--- src/rtl/fwd_hazard_unit.sv ---
// Forwarding and hazard controller for the 5-stage pipeline: EX operand bypass,
// ID-stage ecall bypass, load-use/ecall interlock FSM and a saturating stall counter.
module fwd_hazard_unit #(
  parameter int NUM_SRC    = 2,
  parameter int XLEN       = 32,
  parameter int LU_BUBBLES = 1,
  parameter int ECALL_REG  = 17
) (
  input  logic                    clk,
  input  logic                    reset,
  input  logic                    hold,
  input  logic                    id_valid,
  input  logic [NUM_SRC*5-1:0]    id_rs,
  input  logic [NUM_SRC-1:0]      id_rs_used,
  input  logic                    id_is_ecall,
  input  logic [XLEN-1:0]         id_ecall_rf_data,
  input  logic [NUM_SRC*5-1:0]    ex_rs,
  input  logic [NUM_SRC*XLEN-1:0] ex_rf_data,
  input  logic [4:0]              ex_rd,
  input  logic                    ex_reg_write,
  input  logic                    ex_mem_read,
  input  logic [4:0]              mem_rd,
  input  logic                    mem_reg_write,
  input  logic [XLEN-1:0]         mem_data,
  input  logic [4:0]              wb_rd,
  input  logic                    wb_reg_write,
  input  logic [XLEN-1:0]         wb_data,
  output logic [NUM_SRC*2-1:0]    fwd_sel,
  output logic [NUM_SRC*XLEN-1:0] ex_op_data,
  output logic [1:0]              ecall_sel,
  output logic [XLEN-1:0]         ecall_data,
  output logic                    stall,
  output logic                    id_ex_flush,
  output logic [31:0]             stall_cycles
);

  localparam logic [4:0] ECALL_RD = 5'(ECALL_REG);
  localparam logic [2:0] CNT_INIT = 3'(LU_BUBBLES - 1);

  typedef enum logic {
    S_IDLE,
    S_BUBBLE
  } state_t;

  state_t      r_state;
  state_t      w_next_state;
  logic [2:0]  r_cnt;
  logic [2:0]  w_next_cnt;
  logic [31:0] r_stall_cycles;

  logic [NUM_SRC-1:0] w_lu_slot;
  logic               w_lu_hit;
  logic               w_ecall_hit;
  logic               w_hz;

  // Per-slot EX bypass; the MEM stage holds the younger result so it takes priority.
  for (genvar i = 0; i < NUM_SRC; i++) begin : g_slot
    logic [4:0] w_rs;
    logic       w_mem_hit;
    logic       w_wb_hit;
    assign w_rs      = ex_rs[5*i +: 5];
    assign w_mem_hit = mem_reg_write && (mem_rd != 5'd0) && (mem_rd == w_rs);
    assign w_wb_hit  = wb_reg_write && (wb_rd != 5'd0) && (wb_rd == w_rs);

    always_comb begin
      fwd_sel[2*i +: 2]           = 2'b00;
      ex_op_data[XLEN*i +: XLEN]  = ex_rf_data[XLEN*i +: XLEN];
      if (w_mem_hit) begin
        fwd_sel[2*i +: 2]          = 2'b01;
        ex_op_data[XLEN*i +: XLEN] = mem_data;
      end else if (w_wb_hit) begin
        fwd_sel[2*i +: 2]          = 2'b10;
        ex_op_data[XLEN*i +: XLEN] = wb_data;
      end
    end

    assign w_lu_slot[i] = id_rs_used[i] && (id_rs[5*i +: 5] == ex_rd);
  end

  always_comb begin
    ecall_sel  = 2'b00;
    ecall_data = id_ecall_rf_data;
    if (id_is_ecall) begin
      if (mem_reg_write && (mem_rd == ECALL_RD)) begin
        ecall_sel  = 2'b01;
        ecall_data = mem_data;
      end else if (wb_reg_write && (wb_rd == ECALL_RD)) begin
        ecall_sel  = 2'b10;
        ecall_data = wb_data;
      end
    end
  end

  assign w_lu_hit    = ex_mem_read && (|w_lu_slot);
  assign w_ecall_hit = id_is_ecall && (ex_rd == ECALL_RD);
  assign w_hz        = id_valid && ex_reg_write && (ex_rd != 5'd0) && (w_lu_hit || w_ecall_hit);

  // The first bubble is issued from IDLE, so BUBBLE only covers the remaining ones.
  always_comb begin
    w_next_state = r_state;
    w_next_cnt   = r_cnt;
    stall        = 1'b0;
    case (r_state)
      S_IDLE: begin
        stall = w_hz;
        if (w_hz && !hold && (LU_BUBBLES > 1)) begin
          w_next_state = S_BUBBLE;
          w_next_cnt   = CNT_INIT;
        end
      end
      S_BUBBLE: begin
        stall = 1'b1;
        if (!hold) begin
          if (r_cnt <= 3'd1) begin
            w_next_state = S_IDLE;
            w_next_cnt   = 3'd0;
          end else begin
            w_next_cnt = r_cnt - 3'd1;
          end
        end
      end
      default: begin
        w_next_state = S_IDLE;
        w_next_cnt   = 3'd0;
      end
    endcase
  end

  assign id_ex_flush = stall;

  always_ff @(posedge clk or negedge reset) begin
    if (!reset) begin
      r_state <= S_IDLE;
      r_cnt   <= 3'd0;
    end else begin
      r_state <= w_next_state;
      r_cnt   <= w_next_cnt;
    end
  end

  always_ff @(posedge clk or negedge reset) begin
    if (!reset) begin
      r_stall_cycles <= 32'd0;
    end else if (stall && (r_stall_cycles != 32'hFFFF_FFFF)) begin
      r_stall_cycles <= r_stall_cycles + 32'd1;
    end
  end

  assign stall_cycles = r_stall_cycles;

endmodule

--- config.mk ---
export PLATFORM = sky130hd
export DESIGN_NAME = fwd_hazard_unit
export DESIGN_NICKNAME = d
export VERILOG_FILES = /design/src/rtl/fwd_hazard_unit.sv
export SDC_FILE = /design/constraint.sdc
export NUM_CORES = 1
export LEC_CHECK = 0
export BUFFER_PORTS_ARGS = -buffer_cell sky130_fd_sc_hd__clkbuf_2
export CORE_AREA = 2 2 133 135
export CTS_CLUSTER_DIAMETER = 150
export DETAILED_ROUTE_END_ITERATION = 8
export DIE_AREA = 0 0 135 137
export GPL_TIMING_DRIVEN = 0
export HOLD_SLACK_MARGIN = 0.05
export PLACE_DENSITY_LB_ADDON = 0.2
export SLEW_MARGIN = 20
export SYNTH_ARGS = -nofsm -noshare
export SYNTH_HDL_FRONTEND = slang
export SYNTH_SLANG_ARGS = --single-unit
export TNS_END_PERCENT = 50
--- constraint.sdc ---
create_clock -name clk -period 3.2 [get_ports clk]
set_input_delay 0.64 -clock clk [delete_from_list [all_inputs] [get_ports clk]]
set_output_delay 0.64 -clock clk [all_outputs]
set_load 0.02 [all_outputs]
# [Word level (Yosys, flattened, before mapping)]
# Index checks and enable logic that the tools add are counted.
[totals] in_bits=206 reg_bits=36
[op_classes] n_bitwise=2 reduce_logical=22 addsub=2 eq_ne=10 n_mux=19 n_lt_le_gt_ge=1
[op_table] cell="2-to-1 mux 32 bit" n=7
[op_table] cell="adder 32 x 1 -> 32 bit (second input constant)" n=1
[op_table] cell="!= test 32 bit (second input constant)" n=1
[op_table] cell="== test 5 bit" n=6
[op_table] cell="logical AND 1 bit" n=16
[op_table] cell="== test 5 bit (second input constant)" n=3
[op_table] cell="nonzero test 5 bit" n=3
[op_table] cell="2-to-1 mux 2 bit" n=7
[op_table] cell="<= comparator 3 x 1 -> 1 bit (second input constant)" n=1
[op_table] cell="2-to-1 mux 1 bit" n=3
[op_table] cell="2-to-1 mux 3 bit" n=1
[op_table] cell="subtractor 3 x 1 -> 3 bit (second input constant)" n=1
[op_table] cell="inverter 1 bit" n=2
[op_table] cell="one-hot mux 1 bit (2 select lines)" n=1
[op_table] cell="AND reduction 2 bit" n=1
[op_table] cell="OR reduction 2 bit" n=1
[op_table] cell="logical OR 1 bit" n=1

# [Depth between registers and ports, before layout]
[logic_depth] ltp_word=8 ltp_mapped=9 mapped_depth_nobuf=7

# [Least setup slack after synthesis]
# Ideal clock, no wire load.
[synth_path] path_kind="input port to output port" from="input port mem_rd[1]" to="output port ecall_data[10]" arrival_ns=2.515 setup_slack_ns=0.045 n_path_buf=3 stages=8 required_time_ns=2.560 path_cell_list="or3_1 > or2_2 > clkbuf_1 > nand2b_1 > clkbuf_1 > clkbuf_1 > o22ai_1 > a21oi_1"
[synth_between] elab_chain_cells=4
[synth_lines] item="start: declaration" line="22" text="input logic [4:0] mem_rd,"
[synth_lines] item="== test 5 bit" line="84" text="if (mem_reg_write && (mem_rd == ECALL_RD)) begin"
[synth_lines] item="logical AND 1 bit" line="84"
[synth_lines] item="2-to-1 mux 32 bit" line="84"
[synth_lines] item="2-to-1 mux 32 bit" line="83" text="if (id_is_ecall) begin"
[synth_lines] item="end: declaration" line="31" text="output logic [XLEN-1:0] ecall_data,"
# No other way between the ends.

# [Worst setup path after layout]
[layout_path] from="input port wb_rd[1]" to="output port ex_op_data[27]"
[layout_between] elab_chain_cells=5
[layout_lines] item="start: declaration" line="25" text="input logic [4:0] wb_rd,"
[layout_lines] item="nonzero test 5 bit" line="63" text="assign w_wb_hit = wb_reg_write && (wb_rd != 5'd0) && (wb_rd == w_rs);"
[layout_lines] item="logical AND 1 bit" line="63"
[layout_lines] item="logical AND 1 bit *" line="63"
[layout_lines] item="2-to-1 mux 32 bit *" line="71" text="end else if (w_wb_hit) begin"
[layout_lines] item="2-to-1 mux 32 bit *" line="68" text="if (w_mem_hit) begin"
[layout_lines] item="end: declaration" line="29" text="output logic [NUM_SRC*XLEN-1:0] ex_op_data,"
# Mark *: on every way between the ends. The rest lies on a longest branch, timed or not.

==> run metrics <==
Worst Path Max Fanout 10; Top Ports 342; WS Path Type input pin to primary output; drc violations 0; leading area contributor after synthesis dfrtp_1; post-synthesis mux area share 15.7%; CTS H-Tree Depth 2; actual slew at the worst max-slew pin about 0.95 ns; GRT Overall Usage approximately a quarter; Overflow after GRT 0; CTS Buf Count 5; asr flop ratio synth 100%; Max clock buf depth 2; Post-Synthesis Cells 569; post-synthesis cell type count 42; Clk pin slew, worst setup/hold paths 0.05 ns; Final nets about 1100; Hold-fix buffers, CTS 0; Place WS -1.02 ns; RePlAce Congestion roughly 0.9; vias 5842; final setup fails 0; post-layout min period between 3 and 4 ns; FF+latch area ~900 µm²; fmax approximately 320 MHz; Synthesized Nets around 800; count of final hold-check violations 0; pins over their slew limit 0; critical path required time approximately 2.6 ns; largest net degree at the start of global routing 37; Hold Path Class input pin to asynchronous set/reset pin; share of layout cells above drive strength 1 45.4%; simple-gate share of the synthesized area 25.2%; Setup Total Neg Slack 0 ns; maxcap violations 0; Die Span X between 100 and 150 µm; effective utilization at floorplan approximately a quarter; drt total wl 23300 µm; fill count 1885; Worst Setup End Kind primary output; most frequent cells in the layout 328 x clkbuf_2, 76 x nor2_1, 64 x mux2i_1, 64 x a21oi_1; Fin Clk Skew 0.00661 ns; final core utilization approximately two fifths; Detail Placement HPWL about 19000 µm; antenna viol nets, final 0; outcome completed; EDFF count, synth 0; # port buffers 340; vias in the first global route ~5400; Pwr Density around 250 nW/µm²; Area Growth Syn to Fin 58.0%; synth top area cells dfrtp_1 21%, mux2i_1 15%, xnor2_1 8.7%; final worst slack around 0.028 ns; Sink Count 36; FP Rows between 40 and 50; Initial DRT Pass Iterations 5; period utilisation layout around 99%; RSZ-0062 raised after global routing true; xor/xnor share of the synthesized area 12.3%; die height about 140 µm; Design Power ~1.7 mW; mean area per synthesized cell between 7 and 8 µm²; CTS tree built; startpoint types input pin; Post-synth top flop dfrtp_1; Synth Register Bits 36; first-pass GRT wire length 33100 µm; Synth top area share about a fifth; worst vdd ir 0.210 mV; initial DRC count 362; initial antenna violation count 4; adder-cell area share of the yosys netlist less than 1%; most common cell after layout, fill and taps aside clkbuf_2; Synth Warn # 0; Core Region around 17000 µm²; Pleak 3.14 nW; die area 18500 µm²; Arrival @ worst endpoint about 2.5 ns; Skew-Pair Late Insertion Delay roughly 0.28 ns; Synth Area in Compound Gates 18.7%; Root Driver clkbuf_16; sequential share of the synthesized area 21.4%; headroom to the max-slew limit between 30% and 40%; Mapped Area 4210 µm²; routed length per instance approximately 20 µm; Vias/cell 5.08; main combinational cell family by area after synthesis simple AND/OR/NAND/NOR gates; Multi-input gate area between 3000 and 4000 µm²
[per-layer routing]
layer / vias up / global-route usage (%) / part of all wire, %
li1: 2763 / - / -
met1: 2700 / 30.4 / 42
met2: 325 / 38.5 / 46
met3: 50 / 6.48 / 9.6
met4: 4 / 8.74 / 3.1
met5: - / 0 / 0.12
[Yosys cell counts (all sizes together) (3+ instances only)]
| cell type | instances |
|---|---|
| nand3 | 28 |
| buf | 16 |
| nor2 | 76 |
| a31oi | 4 |
| xnor2 | 42 |
| o22ai | 32 |
| inv | 8 |
| dfrtp | 36 |
| xor2 | 17 |
| mux2i | 64 |
| o21ai | 35 |
| clkbuf | 28 |
| nor4 | 7 |
| ha | 3 |
| nor2b | 3 |
| nand2 | 42 |
| and3 | 13 |
| and2 | 5 |
| nand4 | 24 |
| a21oi | 66 |
| nor3 | 3 |
[final cells by class]
type | count | share of cell area (%)
multi-input combinational | 481 | 47.7
timing repair buffer | 347 | 26.8
sequential | 36 | 13.5
buffer | 42 | 4.72
tap | 225 | 4.23
clock buffer | 6 | 1.94
clock inverter | 2 | 0.527
inverter | 8 | 0.451
antenna | 2 | 0.0752
[flip-flops by register name, indices dropped and copies added, names as in the netlist]
| name | count |
|---|---|
| r_cnt | 3 |
| r_state | 1 |
| stall_cycles | 32 |
[per-stage QoR]
stage	area [µm²]	hold slack (ns)	cells
5_1_grt	6650	0.520	1148
2_1_floorplan	4210	0.344	569
6_report	6650	0.488	1149
3_3_place_gp	6190	0.491	1134
3_5_place_dp	6190	0.485	1134
4_1_cts	6520	0.499	1140
[worst max-delay path: stages]
cell,delay (ns)
clkbuf_2,0.15
or3_4,0.42
o31ai_4,0.35
nor4_4,0.05
buf_4,0.17
buf_4,0.20
mux2i_1,0.13
o21ai_1,0.22
buf_4,0.19
[where the power goes]
part           internal, mW  switching (mW)
logic                 0.253           0.374
clock network         0.366           0.187
registers             0.463         0.00954
total                  1.08           0.570
[path summary, 6_finish.rpt]
| check | from | to | slack, ns | depth (start not counted) |
|---|---|---|---|---|
| max | wb_rd[1] | ex_op_data[27] | 0.03 | 9 |
| min | reset | stall_cycles[20] | 0.49 | 1 |
| max reg2reg | stall_cycles[0] | stall_cycles[1] | 0.43 | 8 |
| min reg2reg | stall_cycles[26] | stall_cycles[26] | 0.49 | 1 |
| max in group asynchronous | reset | stall_cycles[28] | 2.12 | 1 |
| min in group clk | stall_cycles[26] | stall_cycles[26] | 0.49 | 1 |
[cell families after synthesis]
| kind of cell | Yosys count |
|---|---|
| adder cells (fa/ha/maj) | 3 |
| AND/OR/NAND/NOR | 209 |
| XOR/XNOR | 59 |
| flip-flops | 36 |
| multiplexers | 66 |
| AO/OA/AOI/OAI | 144 |
| buffers and inverters | 52 |
[what timing repair did]
item,CTS,global route
buffers inserted,0,7
pin swaps,2,5
gates resized for setup,56,59
endpoints found under the setup margin,103,85
endpoints found under the hold margin,0,0
Power figures use the tool's default switching activity.
